<file path="src/rtl/drum_pkg.sv">
// Shared types and constants for the drum trigger sequencer: ADSR preset table,
// FSM state encoding and the bit layout of a pattern entry.
package drum_pkg;

  typedef struct packed {
    logic [7:0] attack_step_value;
    logic [7:0] decay_step_value;
    logic [7:0] sustain_level;
    logic [7:0] release_step_value;
    logic [7:0] sustain_time;
  } adsr_preset_t;

  // kick, snare, hat, tom
  localparam adsr_preset_t PRESETS [4] = '{
    '{8'h08, 8'h04, 8'h40, 8'h02, 8'h20},
    '{8'h10, 8'h08, 8'h30, 8'h04, 8'h10},
    '{8'h20, 8'h10, 8'h10, 8'h08, 8'h04},
    '{8'h08, 8'h04, 8'h60, 8'h02, 8'h30}
  };

  typedef enum logic [1:0] {S_IDLE, S_FIRE, S_COUNT} seq_state_t;

  localparam int PAT_W          = 4;
  localparam int PAT_HIT        = 0;
  localparam int PAT_PRESET_LSB = 1;
  localparam int PAT_PRESET_MSB = 2;
  localparam int PAT_ACCENT     = 3;

endpackage

</file>
<file path="src/rtl/drum_pattern_ram.sv">
// STEPS x 4 pattern store. Asynchronous read of the old contents makes a write
// to the address being read in the same cycle visible only on the next access.
module drum_pattern_ram
  import drum_pkg::*;
#(
  parameter int STEPS = 16,
  localparam int AW = $clog2(STEPS)
) (
  input  logic             clk,
  input  logic             reset,
  input  logic             we,
  input  logic [AW-1:0]    waddr,
  input  logic [PAT_W-1:0] wdata,
  input  logic [AW-1:0]    raddr,
  output logic [PAT_W-1:0] rdata
);

  logic [PAT_W-1:0] mem [STEPS];

  always_ff @(posedge clk) begin
    if (reset) begin
      for (int i = 0; i < STEPS; i++) mem[i] <= '0;
    end else if (we) begin
      mem[waddr] <= wdata;
    end
  end

  assign rdata = mem[raddr];

endmodule

</file>
<file path="src/rtl/drum_trigger_sequencer.sv">
// Pattern step sequencer driving the volume_shaper trigger interface.
// Define ACCENT_EN to let pattern bit 3 force sustain_level to full scale.
module drum_trigger_sequencer
  import drum_pkg::*;
#(
  parameter int STEPS  = 16,
  parameter int TICK_W = 24,
  localparam int AW = $clog2(STEPS)
) (
  input  logic              clk,
  input  logic              reset,
  input  logic              run,
  input  logic [TICK_W-1:0] tempo_div,
  input  logic              pat_we,
  input  logic [AW-1:0]     pat_addr,
  input  logic [PAT_W-1:0]  pat_data,
  input  logic              adsr_idle,
  output logic              start,
  output logic [7:0]        attack_step_value,
  output logic [7:0]        decay_step_value,
  output logic [7:0]        sustain_level,
  output logic [7:0]        release_step_value,
  output logic [7:0]        sustain_time,
  output logic [AW-1:0]     step_idx,
  output logic [7:0]        drop_count
);

  seq_state_t        state;
  logic [TICK_W-1:0] tick;
  logic [TICK_W-1:0] div_l;
  logic [PAT_W-1:0]  pat_rd;
  adsr_preset_t      params;
  adsr_preset_t      sel;

  drum_pattern_ram #(.STEPS(STEPS)) u_ram (
    .clk   (clk),
    .reset (reset),
    .we    (pat_we),
    .waddr (pat_addr),
    .wdata (pat_data),
    .raddr (step_idx),
    .rdata (pat_rd)
  );

  always_comb begin
    sel = PRESETS[pat_rd[PAT_PRESET_MSB:PAT_PRESET_LSB]];
`ifdef ACCENT_EN
    if (pat_rd[PAT_ACCENT]) sel.sustain_level = 8'hFF;
`endif
  end

`ifndef ACCENT_EN
  logic unused_accent;
  assign unused_accent = pat_rd[PAT_ACCENT];
`endif

  always_ff @(posedge clk) begin
    if (reset) begin
      state      <= S_IDLE;
      start      <= 1'b0;
      step_idx   <= '0;
      drop_count <= '0;
      tick       <= '0;
      div_l      <= TICK_W'(1);
      params     <= '0;
    end else begin
      start <= 1'b0;
      case (state)
        S_IDLE: begin
          if (run) begin
            state    <= S_FIRE;
            step_idx <= '0;
            tick     <= '0;
          end
        end
        S_FIRE: begin
          if (!run) begin
            state    <= S_IDLE;
            step_idx <= '0;
            tick     <= '0;
          end else begin
            // tempo_div=0 would give a zero-length count; clamp to one
            div_l <= (tempo_div == '0) ? TICK_W'(1) : tempo_div;
            if (pat_rd[PAT_HIT]) begin
              if (adsr_idle) begin
                start  <= 1'b1;
                params <= sel;
              end else if (drop_count != 8'hFF) begin
                drop_count <= drop_count + 8'd1;
              end
            end
            tick  <= '0;
            state <= S_COUNT;
          end
        end
        S_COUNT: begin
          if (!run) begin
            state    <= S_IDLE;
            step_idx <= '0;
            tick     <= '0;
          end else if (tick == div_l - TICK_W'(1)) begin
            step_idx <= step_idx + AW'(1);
            tick     <= '0;
            state    <= S_FIRE;
          end else begin
            tick <= tick + TICK_W'(1);
          end
        end
        default: state <= S_IDLE;
      endcase
    end
  end

  assign attack_step_value  = params.attack_step_value;
  assign decay_step_value   = params.decay_step_value;
  assign sustain_level      = params.sustain_level;
  assign release_step_value = params.release_step_value;
  assign sustain_time       = params.sustain_time;

endmodule

</file>
<file path="config.mk">
export PLATFORM = sky130hd
export DESIGN_NAME = drum_trigger_sequencer
export DESIGN_NICKNAME = d
export VERILOG_FILES = /design/src/rtl/drum_pkg.sv /design/src/rtl/drum_pattern_ram.sv /design/src/rtl/drum_trigger_sequencer.sv
export SDC_FILE = /design/constraint.sdc
export NUM_CORES = 1
export LEC_CHECK = 0
export ABC_AREA = 1
export BUFFER_PORTS_ARGS = -buffer_cell sky130_fd_sc_hd__buf_4
export CAP_MARGIN = 40
export CORE_MARGIN = 2
export CORE_UTILIZATION = 36
export DETAILED_ROUTE_END_ITERATION = 12
export PLACE_DENSITY_LB_ADDON = 0.1
export SKIP_CTS_REPAIR_TIMING = 1
export SLEW_MARGIN = 20
export SYNTH_ARGS = -nofsm -noshare
export SYNTH_HDL_FRONTEND = slang
export SYNTH_SLANG_ARGS = --single-unit
export TNS_END_PERCENT = 1
</file>
<file path="constraint.sdc">
create_clock -name clk -period 3.82 [get_ports clk]
set_input_delay 0.382 -clock clk [delete_from_list [all_inputs] [get_ports clk]]
set_output_delay 0.382 -clock clk [all_outputs]
set_load 0.005 [all_outputs]
</file>
Yosys cells after proc, flatten, opt, wreduce, memory -nomap -nowiden:

Memory sizes are Yosys's and may differ from the RTL's. A register that Yosys moved wholly into a read port is not among the register bits.
Index checks and enable logic that the tools add are counted.

* add/subtract/negate cells: 4
* $lt $le $gt $ge: 1
* equality and inequality tests: 7
* multiplexer cells: 29
* bitwise operators: 5
* reduce and logical (&&, ||, !) cells: 11

Operator list (number)
* $mux 24: 4
* $bmux 40 s2: 1
* $mux 40: 2
* $pmux 24 s3: 1
* $mux 4: 8
* $add 24x1->24 const B: 1
* $eq 24x24->1: 1
* $logic_not 24->1: 1
* $sub 24x1->24 const B: 1
* $pmux 4 s3: 1
* $add 8x1->8 const B: 1
* $mux 2: 4
* $ne 8x8->1 const B: 1
* $reduce_and 4->1: 2
* $reduce_or 4->1: 2
* $mux 1: 7
* $pmux 2 s3: 1
* $reduce_and 2->1: 3
* $reduce_and 5->1: 1
* $add 4x1->4 const B: 1
* $ne 2x2->1 const B: 2
* $not 1->1: 4
* $ge 3x3->1 const B: 1
* $ne 3x3->1 const B: 1
* other kinds (5): 5

* flip-flop bits (word level): 103
* bits in writable memories: 64
* input bits: 37
* output and inout bits: 53
* word-level logic and storage cells: 69
* memories: 1

Memories
* u_ram.mem: words 16, width 4, read ports 1, clocked after Yosys merged registers in 1, write ports 16, line drum_pattern_ram.sv:18 `logic [PAT_W-1:0] mem [STEPS];`

Longest topological paths before layout:

Gate-level depths: netlist of run 1.

* word-level depth: 7
* gate-level depth with buffers: 19
* mapped depth without buffers: 19

By module:

A second synthesis of run 1 with hierarchy kept.

* cells, all modules: 1007
* area, all modules: 7490.9 um2

By module, submodules not included
* drum_trigger_sequencer: instances 1, cells an instance 628, area each 4277.9 um2, seq. area each 1361.3 um2
* drum_pattern_ram: instances 1, cells an instance 379, area each 3213.1 um2, seq. area each 1921.8 um2

Least setup slack after synthesis of run 1:

Ideal clock, no wire load.

* path type: reg-to-reg
* from: register div_l[0]
* to: register tick[13]
* library setup time: 0.119 ns
* data arrival time: 1.826 ns
* data required time: 3.701 ns
* slack: 1.875 ns
* stages on the path, launching flop included: 17
* path buffers: 1
* clock period less this slack: 1.945 ns
* cells stage by stage: dfxtp_1 > inv_2 > ha_1 > nand2_1 > nor2_4 > nand2_2 > o21ai_1 > nand2_1 > nor2_1 > nand2_1 > nor2_1 > nand2_2 > nand2_4 > nand2_4 > nand2_4 > buf_6 > nor2_2

* word-level cells in the longest chain between the ends: 5

RTL lines
* from (decl): line drum_trigger_sequencer.sv:30 `logic [TICK_W-1:0] div_l;`
* from (signal assigned): line drum_trigger_sequencer.sv:83 `div_l <= (tempo_div == '0) ? TICK_W'(1) : tempo_div;`
* $sub 24x1->24: line drum_trigger_sequencer.sv:101 `end else if (tick == div_l - TICK_W'(1)) begin`
* $eq 24x24->1: line drum_trigger_sequencer.sv:101
* $mux 24: line drum_trigger_sequencer.sv:101
* $mux 24: line drum_trigger_sequencer.sv:97 `if (!run) begin`
* $pmux 24 s3: line drum_trigger_sequencer.sv:68 `case (state)`
* to (signal assigned): line drum_trigger_sequencer.sv:106 `tick <= tick + TICK_W'(1);`
* to (decl): line drum_trigger_sequencer.sv:29 `logic [TICK_W-1:0] tick;`

Every way passes these cells.
A chain may end at the register's enable or synchronous reset.

==> results.toml, run 1 <==
[run_status]
status = "finished, final reports clean"

[route]
num_vias = 5809
totalWireLength_um = 17300
wl_per_cell_um = 14.1
route.detailed.drc = 0
firstDrtPassIters = 5
drtIter0Drc = 404
viasPerCell = 4.73
antenna_left = 0

[global_route]
grt_usage_pct = 18.2
grt_max_degree = 47
grt_overflow = 0
grt_pass1_wl_um = 28300
first_global_vias = 5523
antenna_found_initial = 0

[logic_synthesis]
yosysTopAreaCellShare_pct = 21.1
syn_inst = 929
avgSynthCellArea_um2 = 7.36
yosys_most_used_dff = "dfxtp_1"
async_flop_share_pct = 0
synth_area_mm2 = 0.00684
yosysUniqueCellTypes = 41
synthTopCellsByArea = "dfxtp_1 (21%), edfxtp_1 (21%), nand2_1 (11%)"
ys_warn_count = 0
yosysTopAreaCell = "dfxtp_1"
ys_ff_latch = 120
synth_edf_count = 48
ys_seq_area_share_pct = 42.2
synth_most_common_cell = "nand2_1"
synthTopCellsByCount = "nand2_1 (197), nor2_1 (133), inv_1 (122)"

[sta]
fin_crit_sh_pct = 65.0
fmax_ghz = 0.402
max_slew.worst_pin.slew_ns = 0.704
slew_viol_final = 0
clock_skew_ns = 0.0111
slew_headroom_pct = 53.0
hold_viol_final = 0
rsz0062_at_grt = "no"
finalSetupViolCount = 0
setup_tns_ns = 0
min_period_ns = 2.48

[power_and_ir_drop]
vdd_drop_max_mv = 0.357
seqPwrFrac_pct = 41.1
cellPowerDensity_mw_per_mm2 = 434
power.internal_mw = 2.56
swShare_pct = 25.8
power_frac_comb_pct = 11.2
p_leak_nw = 3.50
power_switching_mw = 0.891
clkPwrFrac_pct = 47.7

[worst_setup_path]
crit_chain = "o21ai_0 > a21oi_1 > o21ai_0 > o22ai_1 > nand2_1 > nor2_1 > nand3_1 > o21ai_1 > a21oi_1"
path_max_fanout = 17
critPathArrivalTime_ns = 2.80
worstSetupEndpointType = "flop"
path_class = "reg2reg"
start_kind = "flop"
cp_top_family = "compound AO/OA/AOI/OAI gates"
required_ns = 4.13
crit_buf_inv = 0
cp_slowest_stage_delay_ns = 0.75
crit_slowest_cell = "dfxtp_1"

[layout]
fin_area_mm2 = 0.00795
nets = 1023
fin_util_pct = 42.6
drive_gt1_share_pct = 14.1
syn_to_final_growth_pct = 16.2
diodes = 0

[floorplanning]
die_area_mm2 = 0.0201
die_h_um = 142
die_w_um = 142
io_pins = 90
fp.coreArea_mm2 = 0.0186
initial_core_util_pct = 36.7
rows = 50

[clock_tree]
cts_buffers = 17
clockBufferDepth = 2
clock-sinks = 120
clk_latency_ns = 0.42
cts_tree = "done"
root_buffer = "clkbuf_16"
htreeDepth = 4
cts.reportedPaths.clkPinSlew_ns = 0.06

[place]
place_congestion = 0.821
dpl-instance-area_mm2 = 0.00735
dp_hpwl_um = 12700
port-buffer-count = 63

[run]
cap_violations = 0

[worst_hold_path]
hp-class = "in2reg"
-- path summary, 6_finish.rpt --
check | slack, ns | start | cells after the start | end
max | 1.34 | flop | 9 | drop_count[5]
min | 0.20 | tempo_div[11] | 3 | div_l[11]
max reg2reg | 1.34 | flop | 9 | drop_count[5]
min reg2reg | 0.46 | sustain_level[4] | 2 | sustain_level[4]
-- cells by family (layout without fill, tap and decap cells) --
logic type / count (synthesis) / count (layout) / synth area share, %
AND/OR/NAND/NOR: 452 / 452 / 29.3
buffers and inverters: 187 / 227 / 12.5
adder cells (fa/ha/maj): 6 / 6 / 1.10
AO/OA/AOI/OAI: 128 / 128 / 10.2
XOR/XNOR: 27 / 27 / 3.46
multiplexers: 8 / 8 / 1.17
flip-flops: 120 / 120 / 42.2
other: 1 / 25 / 0.0549
-- cells in the final DEF (no fill, tap or decap), types with 6 or more instances in the layout --
cell       synthesis  routed
conb_1             1      25
dfxtp_1           72      72
edfxtp_1          48      48
inv_1            122     122
nand3_1           37      37
nand4_1           20      20
o21ai_0           53      53
xnor2_1           13      13
nor4_1             8       8
ha_1               6       6
a21oi_1           51      51
buf_4             35      67
mux2i_1            8       8
xor2_1            14      14
nand2_1          197     197
nor3_1            10      10
o211ai_1          10      10
nor2_2            22      22
nor2_1           133     133
clkbuf_16          0      17
-- registers in the layout (all words and copies together), names as in the netlist, named ones only --
signal / cells
sustain_level: 2
u_ram.mem: 48
sustain_time: 1
div_l: 24
tick: 24
start: 1
attack_step_value: 2
step_idx: 4
drop_count: 8
state: 2
-- metal layers --
layer,track usage [%],routed length (um),vias to the layer above
li1,-,-,3036
met1,25.2,8580,2611
met2,28.4,7780,140
met3,2.97,637,22
met4,7.11,337,0
met5,0,0,-
-- tightest hold or removal path, delay by kind of cell --
kind	cells	cell delay (ns)
buf+inv	1	0.09
simple gates	2	0.12
-- area by class of cell --
type | count | area (um^2)
clock buffer | 20 | 447
inverter | 128 | 480
tap | 234 | 293
timing repair buffer | 67 | 503
fill | 2001 | 10700
multi-input combinational | 646 | 3190
clock inverter | 12 | 150
sequential | 120 | 2880
-- power groups by stage --
| stage | clock (mW) | combinational, mW | sequential [mW] |
|---|---|---|---|
| 6_report | 1.64 | 0.386 | 1.42 |
| 4_1_cts | 1.68 | 0.389 | 1.42 |
| 5_1_grt | 1.74 | 0.441 | 1.42 |
| 2_1_floorplan | 0 | 0.295 | 1.43 |
| 3_3_place_gp | 0 | 0.386 | 1.45 |
| 3_5_place_dp | 0 | 0.387 | 1.45 |
-- stage by stage --
step	power (mW)	hold WS, ns	std cells	setup slack [ns]
floorplan	1.73	0.460	953	1.88
global placement	1.83	0.456	1195	1.32
detailed placement	1.83	0.459	1195	1.32
CTS	3.48	0.196	1227	1.31
global route	3.60	0.197	1227	1.04
finish	3.45	0.204	1227	1.34
No activity file was read; power rests on OpenSTA's default activity.
==> run 2, diff against run 1 <==
==> constraint.sdc (replaced) <==
create_clock -name clk -period 2.5 [get_ports clk]
set_input_delay 0.25 -clock clk [delete_from_list [all_inputs] [get_ports clk]]
set_output_delay 0.25 -clock clk [all_outputs]
set_load 0.005 [all_outputs]
==> run 2 against run 1 <==
Routed wire length increased by 1.4%; global-route usage shrank 0.20 points; clock skew decreased by 0.00079 ns; total power rose by 59%; maximum frequency rose by 11%; clock power increased by 63%; cell count increased by 1.1%.
==> results.toml, run 2 (synthesis gave the netlist of run 1 again) <==
[worst_setup_path]
path_max_fanout = 10
worstSetupEndpointType = "flop"
required_ns = 2.85
r2r_cells = 11
r2r_slack_ns = 0.27
r2r_end = "sustain_level[4]"
start_kind = "flop"
critPathArrivalTime_ns = 2.58
path_class = "reg2reg"

[route]
viasPerCell = 4.73
dr_wl_met2_um = 7920
wl_per_cell_um = 14.2
antenna_left = 0
firstDrtPassIters = 5
top_layer_used = "met4"
route.detailed.drc = 0
totalWireLength_um = 17600
drt-met1-wl_um = 8670
drtIter0Drc = 381
num_vias = 5870
wl_met3_um = 828

[sta]
slew_headroom_pct = 54.3
min_period_ns = 2.23
fmax_ghz = 0.448
max_slew.worst_pin.slew_ns = 0.685
fin_crit_sh_pct = 89.4
finalSetupViolCount = 0
worst_slack_ns = 0.266
hold_viol_final = 0
clock_skew_ns = 0.0103
slew_viol_final = 0

[layout]
syn_to_final_growth_pct = 18.9
drive_gt1_share_pct = 15.5
reg_top3 = "u_ram.mem x48, div_l x24, tick x24"
finalNonFillerCells = 1240
layout_commonest_cell = "nand2_1"
top_register = "u_ram.mem"
nets = 1036
largest_reg_flops = 48
final_cell_mix = "nand2_1 (197), nor2_1 (133), inv_1 (122)"
diodes = 0

[run]
cap_violations = 0

[place]
dp_slack_ns = 0.179
port-buffer-count = 63
dp_hpwl_um = 13000
place_congestion = 0.816
placed_cells = 1207

[clock_tree]
cts.reportedPaths.clkPinSlew_ns = 0.06
htreeDepth = 4
clock-sinks = 120
clockBufferDepth = 2
clk_latency_ns = 0.42
root_buffer = "clkbuf_16"
cts_buffers = 17
cts_tree = "done"

[floorplanning]
fp.coreArea_mm2 = 0.0186
die_area_mm2 = 0.0201
die_w_um = 142
io_pins = 90
die_h_um = 142
rows = 50
initial_core_util_pct = 36.7

[global_route]
grt_usage_pct = 18.0
antenna_found_initial = 0
grt_pass1_wl_um = 27900
first_global_vias = 5463
grt_overflow = 0
grt_max_degree = 47

[power_and_ir_drop]
vdd_drop_max_mv = 0.504
p_leak_nw = 3.58
cellPowerDensity_mw_per_mm2 = 672

[worst_hold_path]
hp-class = "in2reg"
min_from = "tempo_div[11]"
hold_depth = 3
whs_endpoint = "div_l[11]"

[run_status]
status = "finished, final reports clean"
run 2: layout make-up:
cell class	count	area (um^2)
tap	234	293
multi-input combinational	647	3220
timing repair buffer	79	606
fill	1933	10500
clock buffer	17	425
clock inverter	15	216
inverter	128	480
sequential	120	2880
run 2: metal layers:
layer	global-route usage (%)	vias up
li1	-	3077
met1	25.2	2647
met2	28.2	137
met3	3.04	9
met4	5.95	0
met5	0	-
run 2: report_power, final:
| group | internal [mW] | switching [mW] |
|---|---|---|
| sequential | 2.11 | 0.0546 |
| clock | 1.69 | 0.984 |
| combinational | 0.223 | 0.401 |
run 2: per-stage QoR:
| step | utilization [%] | instance area [um^2] | hold slack, ns | TNS, ns | total power [mW] |
|---|---|---|---|---|---|
| floorplan | - | 6930 | 0.328 | 0 | 2.64 |
| global placement | 40.0 | 7450 | 0.456 | 0 | 2.82 |
| detailed placement | 40.0 | 7450 | 0.461 | 0 | 2.82 |
| CTS | 43.4 | 8090 | 0.0519 | 0 | 5.51 |
| global route | 43.6 | 8130 | 0.0949 | -0.00409 | 5.69 |
| finish | 43.6 | 8130 | 0.0735 | 0 | 5.46 |
run 2: worst max path at each step:
stage / from / end / cells past startpoint / slack [ns]
4_1_cts: div_l[0] / tick[12] / 15 / 0.16
3_3_place_gp: div_l[1] / tick[19] / 15 / 0.18
2_1_floorplan: div_l[0] / tick[13] / 16 / 0.56
6_report: flop / sustain_level[4] / 11 / 0.27
5_1_grt: div_l[1] / flop / 16 / -0.004
3_5_place_dp: div_l[1] / tick[19] / 15 / 0.18
run 2: worst max-delay path: stages (launching register included):
cell	delay (ns)
dfxtp_1	0.64
buf_4	0.22
a21oi_1	0.04
o21ai_0	0.07
o21ai_0	0.14
o211ai_1	0.24
nand2_1	0.14
inv_1	0.10
ha_1	0.23
nor2_1	0.18
inv_1	0.06
a21oi_1	0.11
